<file path="config.mk">
export PLATFORM = sky130hd
export DESIGN_NAME = conv_window_sched
export DESIGN_NICKNAME = d
export VERILOG_FILES = /design/src/rtl/conv_window_sched.sv
export SDC_FILE = /design/constraint.sdc
export NUM_CORES = 1
export LEC_CHECK = 0
export CAP_MARGIN = 10
export CORE_MARGIN = 5
export CORE_UTILIZATION = 59
export DETAILED_ROUTE_END_ITERATION = 8
export DONT_BUFFER_PORTS = 1
export PLACE_DENSITY = 0.74
export SLEW_MARGIN = 20
export SYNTH_ARGS = -nofsm -noshare
export SYNTH_HDL_FRONTEND = slang
export SYNTH_SLANG_ARGS = --single-unit
</file>
<file path="constraint.sdc">
create_clock -name i_clk -period 2.1 [get_ports i_clk]
set_input_delay 0.525 -clock i_clk [delete_from_list [all_inputs] [get_ports i_clk]]
set_output_delay 0.525 -clock i_clk [all_outputs]
set_load 0.02 [all_outputs]
</file>
<file path="src/rtl/conv_window_sched.sv">
// Frame scheduler for the KxK convolution window datapath: tracks the raster position of the
// incoming pixel stream, strobes the line-buffer shift and presents window coordinates.
module conv_window_sched #(
  parameter int unsigned IMG_W = 8,
  parameter int unsigned IMG_H = 8,
  parameter int unsigned K     = 3
) (
  input  logic                     i_clk,
  input  logic                     i_rst,
  input  logic                     i_start,
  input  logic                     i_in_valid,
  output logic                     o_in_ready,
  input  logic                     i_out_ready,
  output logic                     o_shift_en,
  output logic                     o_win_valid,
  output logic [$clog2(IMG_H)-1:0] o_win_row,
  output logic [$clog2(IMG_W)-1:0] o_win_col,
  output logic                     o_busy,
  output logic                     o_done
);

  localparam int unsigned RW = $clog2(IMG_H);
  localparam int unsigned CW = $clog2(IMG_W);

  localparam logic [RW-1:0] RowLast     = RW'(IMG_H - 1);
  localparam logic [CW-1:0] ColLast     = CW'(IMG_W - 1);
  localparam logic [RW-1:0] RowFirstWin = RW'(K - 1);
  localparam logic [CW-1:0] ColFirstWin = CW'(K - 1);

  typedef enum logic [1:0] {StIdle, StStream, StFlush, StDone} state_e;

  state_e        r_state, w_state_nxt;
  logic [RW-1:0] r_row, w_row_nxt;
  logic [CW-1:0] r_col, w_col_nxt;
  logic          r_win_valid, w_win_valid_nxt;
  logic [RW-1:0] r_win_row, w_win_row_nxt;
  logic [CW-1:0] r_win_col, w_win_col_nxt;
  logic          w_in_ready;
  logic          w_accept;

  always_ff @(posedge i_clk) begin
    if (!i_rst) begin
      r_state     <= StIdle;
      r_row       <= '0;
      r_col       <= '0;
      r_win_valid <= 1'b0;
      r_win_row   <= '0;
      r_win_col   <= '0;
    end else begin
      r_state     <= w_state_nxt;
      r_row       <= w_row_nxt;
      r_col       <= w_col_nxt;
      r_win_valid <= w_win_valid_nxt;
      r_win_row   <= w_win_row_nxt;
      r_win_col   <= w_win_col_nxt;
    end
  end

  always_comb begin
    w_state_nxt     = r_state;
    w_row_nxt       = r_row;
    w_col_nxt       = r_col;
    w_win_valid_nxt = r_win_valid;
    w_win_row_nxt   = r_win_row;
    w_win_col_nxt   = r_win_col;
    w_in_ready      = 1'b0;
    w_accept        = 1'b0;

    unique case (r_state)
      StIdle: begin
        if (i_start) begin
          w_state_nxt     = StStream;
          w_row_nxt       = '0;
          w_col_nxt       = '0;
          w_win_valid_nxt = 1'b0;
        end
      end

      StStream: begin
        // A held window blocks the stream so the window registers never shift under it.
        w_in_ready = !r_win_valid || i_out_ready;
        w_accept   = w_in_ready && i_in_valid;
        if (w_accept) begin
          if (r_row >= RowFirstWin && r_col >= ColFirstWin) begin
            w_win_valid_nxt = 1'b1;
            w_win_row_nxt   = r_row;
            w_win_col_nxt   = r_col;
          end else begin
            w_win_valid_nxt = r_win_valid && !i_out_ready;
          end

          if (r_col == ColLast) begin
            w_col_nxt = '0;
            w_row_nxt = (r_row == RowLast) ? '0 : r_row + RW'(1);
          end else begin
            w_col_nxt = r_col + CW'(1);
          end

          if (r_row == RowLast && r_col == ColLast) begin
            w_state_nxt = StFlush;
          end
        end else if (i_out_ready) begin
          w_win_valid_nxt = 1'b0;
        end
      end

      StFlush: begin
        if (!r_win_valid || i_out_ready) begin
          w_win_valid_nxt = 1'b0;
          w_state_nxt     = StDone;
        end
      end

      StDone: begin
        w_state_nxt = StIdle;
      end

      default: begin
        w_state_nxt = StIdle;
      end
    endcase
  end

  assign o_in_ready  = w_in_ready;
  assign o_shift_en  = w_accept;
  assign o_win_valid = r_win_valid;
  assign o_win_row   = r_win_row;
  assign o_win_col   = r_win_col;
  assign o_busy      = (r_state != StIdle);
  assign o_done      = (r_state == StDone);

endmodule
</file>
Word-level counts from Yosys, hierarchy flattened

Cells that the tools add are included.

$add $sub $neg: 2
$lt $le $gt $ge: 2
Equal/unequal tests: 11
Muxes and demuxes: 21
Reductions and logical operators: 16

Operators with widths:

| cell                | number |
|---|---|
| $mux 3              | 6 |
| $pmux 3 s2          | 2 |
| $reduce_and 4->1    | 3 |
| $ne 2x2->1 const B  | 5 |
| $mux 2              | 4 |
| $pmux 2 s4          | 1 |
| $mux 1              | 7 |
| $add 3x1->3 const B | 2 |
| $eq 3x3->1 const B  | 2 |
| $ge 3x2->1 const B  | 2 |
| $reduce_and 3->1    | 2 |
| $eq 2x2->1 const B  | 2 |
| $logic_and 1x1->1   | 4 |
| $reduce_bool 2->1   | 2 |
| $ne 3x3->1 const B  | 1 |
| $pmux 1 s3          | 1 |
| $reduce_bool 3->1   | 1 |
| $eq 2x1->1 const B  | 1 |
| $logic_not 1->1     | 2 |
| $logic_not 2->1     | 1 |
| $logic_or 1x1->1    | 1 |

Register bits after elaboration: 15

Depth between registers and ports, before layout

Gate-level depths: netlist (run 1).

Word-level depth: 5
Mapped depth: 7
Depth with buffers taken out: 6

Least setup slack after synthesis (run 1)

OpenSTA, ideal clock, no wires.

Path kind: input port to output port
Start: in i_out_ready
End: out o_shift_en
Arrival time: 1043 ps
Data required time: 1575 ps
Path slack: 532 ps
Stages: 3
Path buffers: 1
Path through: nand2b_1 buf_4 and3_1

Cells in the longest elaborated chain, start to end: 3

Ends and longest elaborated chain:

| item               | line | RTL |
|---|---|---|
| start: declaration | 13   | `input logic i_out_ready,` |
| $logic_or 1x1->1   | 81   | `w_in_ready = !r_win_valid \|\| i_out_ready;` |
| $logic_and 1x1->1  | 82   | `w_accept = w_in_ready && i_in_valid;` |
| $mux 1             | 69   | `unique case (r_state)` |
| end: declaration   | 14   | `output logic o_shift_en,` |

Every way passes these cells.

Worst setup path in the final report (run 1)

Start: reg r_win_valid (netlist: o_win_valid)
End: out o_shift_en

Cells in the longest elaborated chain, start to end: 4

Ends and longest elaborated chain:

| item                     | line | RTL |
|---|---|---|
| start: declaration       | 35   | `logic r_win_valid, w_win_valid_nxt;` |
| start signal: assignment | 53   | `r_win_valid <= w_win_valid_nxt;` |
| $logic_not 1->1          | 81   |  |
| $logic_or 1x1->1         | 81   |  |
| $logic_and 1x1->1        | 82   |  |
| $mux 1                   | 69   |  |

Every way passes these cells.

==> impl_results.md, run 1 <==
* Power per standard cell area at 1030 nW/um^2
* Initial DRC count at 8
* Area leader, netlist: dfxtp_1
* Synth warnings at 0
* CP peak stage delay at 0.48 ns
* Chip height at 47.1 um
* Comb power frac at 40.7%
* GRT overflow at 0
* Fmax at 532 MHz
* Unrepaired setup endpoints after global routing: no
* TritonRoute pass-1 iters at 2
* Placed cell areas at 818 um^2
* Syn avg cell area at roughly 8.9 um^2
* Distinct cells, synth at 26
* CTS Hold Bufs at 0
* Critical Path, Cell by Cell: nand2b_1 -> and3_1
* Worst setup EP type: output pin
* Slew Limit Fails at 0
* Synth area leaders: dfxtp_1 (37%), ha_1 (15%), mux2i_1 (7.4%)
* Routed vias at between 600 and 700
* CP startpoint kind: flop
* Final nets at approximately 110
* Main synth FF type: dfxtp_1
* Antenna cells at 0
* Gp weighted congestion at 0.779
* Mean number of vias per cell at 5.88
* Fin cells at 107
* Placed cells at ~100
* Clock sinks at 15
* Largest net degree at the start of global routing at 19
* Sequential share of power at approximately 40%
* Final hold violations at 0
* Sw Share at 40.2%
* Area grow syn2layout at 4.16%
* Initial antenna violation count at 0
* Post-synth top area share at between 30% and 40%
* Worst Path Buf+Inv at 0
* Initial cell density of the core at 62.4%
* Crit share post-route at 89.4%
* Gate Count Post-Synth at 91
* Worst Path Arrival at 1.35 ns
* Crit path required time at 1.57 ns
* Synth async-reset ratio at 0%
* H-tree depth reported by CTS at 1
* Number of I/O pins at 16
* # Post-CTS Setup Buffers at 0
* Fillcell total at approximately 120
* Final min period at 1.88 ns
* Rows at 13
* Ratio of cells with drive above 1 in the final layout at 6.52%
* Final design utilization at 65.0%
* Overall power at 0.869 mW
* PostCTS Resize Cnt at 0
* R2R setup slack at about 0.46 ns
* Final WL at 1500 um
* Number of nets with antenna violations after routing at 0
* TNS Setup at 0 ns
* Routed wire per std cell at 14.0 um
* Vias in the first global route at between 600 and 700
* Internal at 0.520 mW
* Total CTS buffers at 3
* Clock power frac at 19.0%
* Post-synth EDFFs at 0
* Netlist Area Pre-Place at between 800 and 900 um^2
* Final setup violation count at 0
* Most frequent cell after synthesis: dfxtp_1
* Max cap viols at 0
* Peak VDD IR at 0.610 mV
* CP Max Fanout at 9
* WHS at 0.361 ns
* Critical path's slowest cell: dfxtp_1
* Sw Pwr at 0.349 mW
* Tot GR Track Use at approximately 17%
* Core area at ~1300 um^2
* First-pass GRT wire length at 2540 um
* Flops & latches, synth at 15
* Commonest cells post-synth: dfxtp_1 (15), ha_1 (10), nand3_1 (10)
* HPWL after DPL at 1170 um
* Leak at roughly 0.36 nW
* Critical path class: reg2out
* Root Buffer: clkbuf_4
* Hold Path Class: in2reg
* Pre-CTS setup slack at about 0.44 ns
* Run status: completed
* Remaining DRCs at 0
* Worst slew pin tran at between 0.3 and 0.4 ns
* CTS tree: yes
* Syn nets at 106
* Clock-pin transition on the worst setup and hold timing paths at approximately 0.09 ns
* Port Buffer Count at 0
* Die Wd at 47.1 um
* Full die area at 2220 um^2
* Rel. slew slack at about three quarters
* Clk_lat worst skew at 0.28 ns
* Top delay family on crit path: simple AND/OR/NAND/NOR gates
* Post-synthesis sequential area ratio at 37.0%
* Max Root-Sink Buffers at 2
* Final non-filler cell area at 846 um^2
* Clock Skews at roughly 0.0028 ns
* Final setup margin at 0.222 ns
## flip-flops by register name (all words and copies together) (netlist names)
signal / count
r_row: 3
r_col: 3
o_win_valid: 1
r_state: 2
o_win_row: 3
o_win_col: 3
## metal layers
metal / routed length [um] / part of all wire, % / GRT usage (%)
met4: 33 / 2.2 / 9.94
met5: 0 / 0 / 0
met1: 651 / 43 / 18.5
met3: 54 / 3.6 / 3.45
met2: 760 / 51 / 29.3
## layout by cell type (no fill, tap or decap)
cell type  Yosys  final
and3_1         1      1
dfxtp_1       15     15
nand2_1        7      7
inv_1          8      8
a21oi_1        2      2
or4_1          3      3
nand4_1        1      1
buf_4          1      1
clkinv_2       0      1
mux2i_1        6      6
a41oi_1        1      1
a21o_1         1      1
o31a_1         1      1
nand2b_1       2      2
ha_1          10     10
and2_1         1      1
o311a_1        1      1
a211oi_1       1      1
nor2_1         1      1
nand3_1       10     10
clkbuf_4       0      3
or3_1          3      3
o21ai_2        1      1
o31ai_1        2      2
o211ai_1       1      1
o21ai_0        8      8
## worst register-to-register path: cells and delay by family, from the launching register on
| family | cells | cell delay, ns |
|---|---|---|
| and+or+nand+nor | 1 | 0.47 |
| DFF | 1 | 0.38 |
| adders and majority gates | 1 | 0.26 |
| buffers and inverters | 2 | 0.25 |
| AOI/OAI and AO/OA | 2 | 0.20 |
## final timing paths
kind	from	end	cells after the start
max	o_win_valid	o_shift_en	2
max reg2reg	r_state[1]	o_win_valid	6
min reg2reg	r_col[2]	r_col[2]	2
min	i_rst	r_state[0]	1
## cells by family (layout without fill, tap and decap cells)
| logic type | Yosys count | after routing | synth area share [%] |
|---|---|---|---|
| AOI/OAI and AO/OA | 19 | 19 | 15.3 |
| adders and majority gates | 10 | 10 | 15.4 |
| buffers and inverters | 12 | 13 | 6.16 |
| DFF | 15 | 15 | 37.0 |
| muxes | 6 | 6 | 7.40 |
| and+or+nand+nor | 29 | 29 | 18.8 |
## cell type report
| type | instances | area (um^2) | area share, % |
|---|---|---|---|
| Inverter | 8 | 30.0 | 3.55 |
| Sequential cell | 15 | 300 | 35.5 |
| Clock buffer | 3 | 22.5 | 2.66 |
| Timing Repair Buffer | 1 | 7.51 | 0.888 |
| Clock inverter | 1 | 5.00 | 0.592 |
| Multi-Input combinational cell | 64 | 462 | 54.6 |
| Tap cell | 15 | 18.8 | 2.22 |
## power by group through the flow
stage / Sequential [mW] / Combinational (mW) / Clock (mW)
global route: 0.356 / 0.400 / 0.188
detailed placement: 0.357 / 0.358 / 0
CTS: 0.351 / 0.359 / 0.173
floorplan: 0.348 / 0.309 / 0
finish: 0.350 / 0.354 / 0.165
global placement: 0.355 / 0.352 / 0
Power figures use the tool's default switching activity.
==> inputs of run 2 (changes only) <==
==> constraint.sdc (replaced) <==
create_clock -name i_clk -period 2.1 [get_ports i_clk]
set_input_delay 0.105 -clock i_clk [delete_from_list [all_inputs] [get_ports i_clk]]
set_output_delay 0.105 -clock i_clk [all_outputs]
set_load 0.02 [all_outputs]
==> run 2 against run 1 <==
Against the previous run: the flow now finishes with violations (negative hold slack); cell count grew 0.93%; final area grew 1.2%; routed wire length grew 5.7%; largest cell class unchanged.
==> impl_results.md, run 2 (synthesis gave the netlist of run 1 again) <==
* Commonest non-fill, non-tap cell in the layout: dfxtp_1
* GRT overflow at 0 (unchanged)
* Gp weighted congestion at 0.770 (-1.2%)
* WHS at -0.00366 ns (-0.365 ns)
* Number of I/O pins at 16 (unchanged)
* Final setup violation count at 0 (unchanged)
* HPWL after DPL at 1200 um (+1.8%)
* Critical path class: reg2reg
* Pre-CTS setup slack at 0.463 ns (+0.0263 ns)
* Peak VDD IR at 0.609 mV (-0.18%)
* TNS Setup at 0 ns (unchanged)
* Unrepaired setup endpoints after global routing: no
* Root Buffer: clkbuf_4
* Area grow syn2layout at 5.39%
* Max Root-Sink Buffers at 2 (unchanged)
* Core area at 1300 um^2 (unchanged)
* Ratio of cells with drive above 1 in the final layout at 6.45% (-0.070 points)
* Final hold violations at 1 (+1)
* CTS tree: yes
* Final nets at 109 (+0.93%)
* Clock-pin transition on the worst setup and hold timing paths at 0.09 ns (about the same)
* Largest net degree at the start of global routing at 18 (-1)
* Initial cell density of the core at 62.4% (unchanged)
* Tot GR Track Use at 16.4% (-0.30 points)
* Overall power at 0.890 mW (+2.4%)
* Fmax at 593 MHz (+11%)
* First-pass GRT wire length at 2530 um (-0.28%)
* Power per standard cell area at 1040 nW/um^2 (+1.2%)
* Rows at 13 (unchanged)
* Rel. slew slack at 59.9% (-16 points)
* Port Buffer Count at 0 (unchanged)
* Worst setup EP type: flop
* Final setup margin at 0.413 ns (+0.192 ns)
* Crit path required time at 2.33 ns (+0.76 ns)
* Die Wd at 47.1 um (unchanged)
* Max cap viols at 0 (unchanged)
* CP Max Fanout at 8 (-1)
* Worst Path Arrival at 1.91 ns (+0.56 ns)
* Worst slew pin tran at 0.599 ns (+0.244 ns)
* Violated checks: negative hold slack
* Leak at 0.367 nW (+1.2%)
* Final WL at 1590 um (+5.7%)
* Vias in the first global route at 603 (-3.4%)
* Total CTS buffers at 3 (unchanged)
* Hold depth at 2 (+1)
* Slew Limit Fails at 0 (unchanged)
* Routed wire per std cell at 14.7 um (+4.8%)
* Remaining DRCs at 0 (unchanged)
* Hold endpoint: o_win_col[1]
* Final min period at 1.69 ns (-0.192 ns)
* R2R cell count at 6 (unchanged)
* Hold Path Class: in2reg
* Routed vias at 658 (+4.6%)
* Antenna cells at 0 (unchanged)
* Full die area at 2220 um^2 (unchanged)
* TritonRoute pass-1 iters at 4 (+2)
* Clk_lat worst skew at 0.29 ns (about the same)
* Mean number of vias per cell at 6.09 (+3.6%)
* H-tree depth reported by CTS at 1 (unchanged)
* Number of nets with antenna violations after routing at 0 (unchanged)
* # Post-CTS Setup Buffers at 0 (unchanged)
* Final design utilization at 65.8% (+0.77 points)
* Clock sinks at 15 (unchanged)
* Run status: finished, violations left
* Initial antenna violation count at 0 (unchanged)
* FF-to-FF End: o_win_valid
* Chip height at 47.1 um (unchanged)
* Worst hold path startpoint: i_in_valid
* R2R setup slack at 0.41 ns (-0.05 ns)
* Crit share post-route at 80.3% (-9.1 points)
* CP startpoint kind: flop
* RR Startpoint: r_state[1]
* Initial DRC count at 8 (unchanged)
* Clock Skews at 0.00478 ns (+0.00201 ns)
* Most frequent cells in the layout: dfxtp_1 (15), nand3_1 (10), ha_1 (10)
## run 2: where the power goes
group	switching, mW	total, mW	leakage (nW)	internal [mW]
registers	0.0340	0.352	0.121	0.318
clock network	0.0985	0.169	0.0177	0.0709
logic	0.235	0.369	0.228	0.134
total	0.367	0.890	0.367	0.523
## run 2: per-stage QoR
step | hold slack, ns | std cells | area [um^2]
after global placement | 0.243 | 103 | 818
final | -0.00366 | 108 | 856
after floorplan | 0.274 | 91 | 812
after global routing | 0.0113 | 108 | 856
after detailed placement | 0.244 | 103 | 818
after CTS | 0.000898 | 108 | 856
## run 2: cell type report
cell class                 instances  area, um^2
clock buffer                       3        22.5
timing repair buffer               2        17.5
sequential                        15         300
fill                             116         445
multi-input combinational         64         462
tap                               15        18.8
clock inverter                     1        5.00
inverter                           8        30.0
## run 2: routing by layer
layer	vias up	track usage [%]	wire, um	share of wire, %
met4	0	9.94	29	1.8
li1	332	-	-	-
met5	-	0	0	0
met3	4	2.68	81	5.1
met2	17	27.6	783	49
met1	305	19.4	691	44
## run 2: what timing repair did
| item | in CTS | in global routing |
|---|---|---|
| hold endpoints to repair | 14 | 0 |
| endpoints found under the setup margin | 0 | 0 |
| hold buffers | 1 | 0 |
| gates resized for setup | 0 | 0 |
## run 2: critical path, cell delays in order, from the launching register on
cell and delay (ns):
dfxtp_1 0.39, inv_1 0.08, ha_1 0.28, inv_1 0.19, a211oi_1 0.09, or4_1 0.47, a21oi_1 0.13
## run 2: worst max-delay path by stage
| stage | startpoint | to | slack [ns] | cells past startpoint |
|---|---|---|---|---|
| after floorplan | r_state[1] | o_win_valid | 0.62 | 6 |
| after global placement | r_state[1] | o_win_valid | 0.53 | 6 |
| after detailed placement | r_state[1] | o_win_valid | 0.46 | 6 |
| after CTS | r_state[1] | o_win_valid | 0.45 | 6 |
| after global routing | r_state[1] | o_win_valid | 0.32 | 6 |
| final | r_state[1] | o_win_valid | 0.41 | 6 |
==> inputs of run 3 (changes only) <==
Clock period 2.1 ns to 1.7 ns, I/O delays scaled along.
==> run 3 against run 2 <==
Against the previous run: the run now ends clean; hold slack better by 0.018 ns; via count is 2.4% higher; highest routed layer unchanged; total power is 26% higher; final area is 2.3% higher.
==> impl_results.md, run 3 (synthesis gave the netlist of run 1 again) <==
* CP peak stage delay at 0.51 ns (+0.04 ns)
* CP startpoint kind: flop
* Chip height at 47.1 um (unchanged)
* Gp weighted congestion at 0.790 (+2.7%)
* Final nets at 111 (+1.8%)
* Worst setup EP type: flop
* Core area at 1300 um^2 (unchanged)
* Hold Path Class: in2reg
* Rel. slew slack at 57.2% (-2.7 points)
* CP Max Fanout at 5 (-3)
* Rows at 13 (unchanged)
* Tot GR Track Use at 17.1% (+0.66 points)
* Worst Path Arrival at 1.84 ns (-0.07 ns)
* # Post-CTS Setup Buffers at 0 (unchanged)
* Final hold violations at 0 (-1)
* Overall power at 1.12 mW (+26%)
* Number of I/O pins at 16 (unchanged)
* Routed vias at 674 (+2.4%)
* Crit path required time at 1.92 ns (-0.41 ns)
* Die Wd at 47.1 um (unchanged)
* Leak at 0.385 nW (+4.9%)
* Run status: completed
* Worst slew pin tran at 0.642 ns (+0.0426 ns)
* Critical path class: reg2reg
* HPWL after DPL at 1200 um (+0.30%)
* Slew Limit Fails at 0 (unchanged)
* Commonest non-fill, non-tap cell in the layout: dfxtp_1
* Root Buffer: clkbuf_4
* Final min period at 1.62 ns (-0.0692 ns)
* First-pass GRT wire length at 2670 um (+5.5%)
* Number of nets with antenna violations after routing at 0 (unchanged)
* Clock-pin transition on the worst setup and hold timing paths at 0.09 ns (about the same)
* Unrepaired setup endpoints after global routing: no
* Max cap viols at 0 (unchanged)
* TritonRoute pass-1 iters at 4 (unchanged)
* Clock sinks at 15 (unchanged)
* CTS tree: yes
* H-tree depth reported by CTS at 1 (unchanged)
* Critical Path, Cell by Cell: inv_1 -> ha_1 -> nand2b_1 -> o21ai_2 -> or4_1 -> a21oi_1
* Port Buffer Count at 0 (unchanged)
* Fmax at 618 MHz (+4.3%)
* Initial antenna violation count at 0 (unchanged)
* Clock Skews at 0.00121 ns (-0.00356 ns)
* Final non-filler cell area at 876 um^2 (+2.3%)
* Area grow syn2layout at 7.86%
* Mean number of vias per cell at 6.13 (+0.57%)
* Initial cell density of the core at 62.4% (unchanged)
* TNS Setup at 0 ns (unchanged)
* Max Root-Sink Buffers at 2 (unchanged)
* Ratio of cells with drive above 1 in the final layout at 10.5% (+4.1 points)
* Antenna cells at 0 (unchanged)
* Clk_lat worst skew at 0.28 ns (about the same)
* Routed wire per std cell at 14.5 um (-1.1%)
* Final setup violation count at 0 (unchanged)
* Power per standard cell area at 1280 nW/um^2 (+23%)
* Peak VDD IR at 0.739 mV (+21%)
* Largest net degree at the start of global routing at 19 (+1)
* Vias in the first global route at 605 (+0.33%)
* GRT overflow at 0 (unchanged)
* Initial DRC count at 19 (+11)
* Crit share post-route at 95.1% (+15 points)
* Remaining DRCs at 0 (unchanged)
* Total CTS buffers at 3 (unchanged)
* Critical path's slowest cell: or4_1
* Placed cell areas at 833 um^2 (+1.8%)
* Full die area at 2220 um^2 (unchanged)
* Most frequent cells in the layout: dfxtp_1 (15), nand3_1 (10), ha_1 (9)
* Final WL at 1600 um (+0.69%)
==> run 3: changes by cell type in the layout (fill, tap and decap cells not counted) <==
cell / before / now
o21ai_0: 8 / 7
buf_4: 1 / 3
dlygate4sd3_1: 1 / 0
o21ai_1: 0 / 1
dlymetal6s4s_1: 0 / 1
ha_1: 10 / 9
inv_1: 8 / 7
ha_2: 0 / 1
inv_2: 0 / 1
==> run 3: cell type report <==
cell class | count | area [um^2]
inverters | 8 | 30.0
multi-input cells | 64 | 464
well taps | 15 | 18.8
fillers | 107 | 425
repair buffers | 4 | 35.0
clock buffers | 3 | 22.5
clock inverters | 1 | 5.00
flip-flops and latches | 15 | 300
==> run 3: what timing repair did <==
| action | in CTS | in global routing |
|---|---|---|
| resized for setup | 0 | 4 |
| hold endpoints to repair | 15 | 0 |
| endpoints found under the setup margin | 0 | 5 |
| hold buffers | 1 | 0 |
==> run 3: through the flow <==
step | utilization, % | hold WS (ns) | cells | setup slack, ns
after floorplan | - | 0.254 | 91 | 0.215
after global placement | 64.0 | 0.232 | 105 | 0.107
after detailed placement | 64.0 | 0.235 | 105 | 0.0721
after CTS | 66.9 | 0.0106 | 110 | 0.0550
after global routing | 67.3 | 0.0133 | 110 | 0.0161
final | 67.3 | 0.0147 | 110 | 0.0826
==> run 3: worst max-delay path, delay by kind of cell, from the launching register on <==
family          cells  cell delay [ns]
flops               1             0.40
fa+ha+maj           1             0.23
simple gates        2             0.63
compound gates      2             0.22
buf+inv             1             0.08
==> run 3: worst paths after layout <==
kind                            depth (start not counted)  slack, ns           end        from
worst max register to register                          6       0.08   o_win_valid  r_state[1]
worst min-delay path                                    2       0.01  o_win_col[1]  i_in_valid
worst max-delay path                                    6       0.08   o_win_valid  r_state[1]
worst min register to register                          2       0.51      r_col[2]    r_col[2]
==> run 3: report_power, final <==
group	switching, mW	internal [mW]
sequential	0.0397	0.393
clock	0.118	0.0873
combinational	0.298	0.182
total	0.456	0.662
==> run 3: metal layers <==
layer | track usage [%] | up-vias | part of all wire (%)
met2 | 31.7 | 9 | 53
met1 | 19.3 | 322 | 42
met4 | 4.97 | 0 | 1.0
li1 | - | 339 | -
met3 | 3.83 | 4 | 3.8
met5 | 0 | - | 0
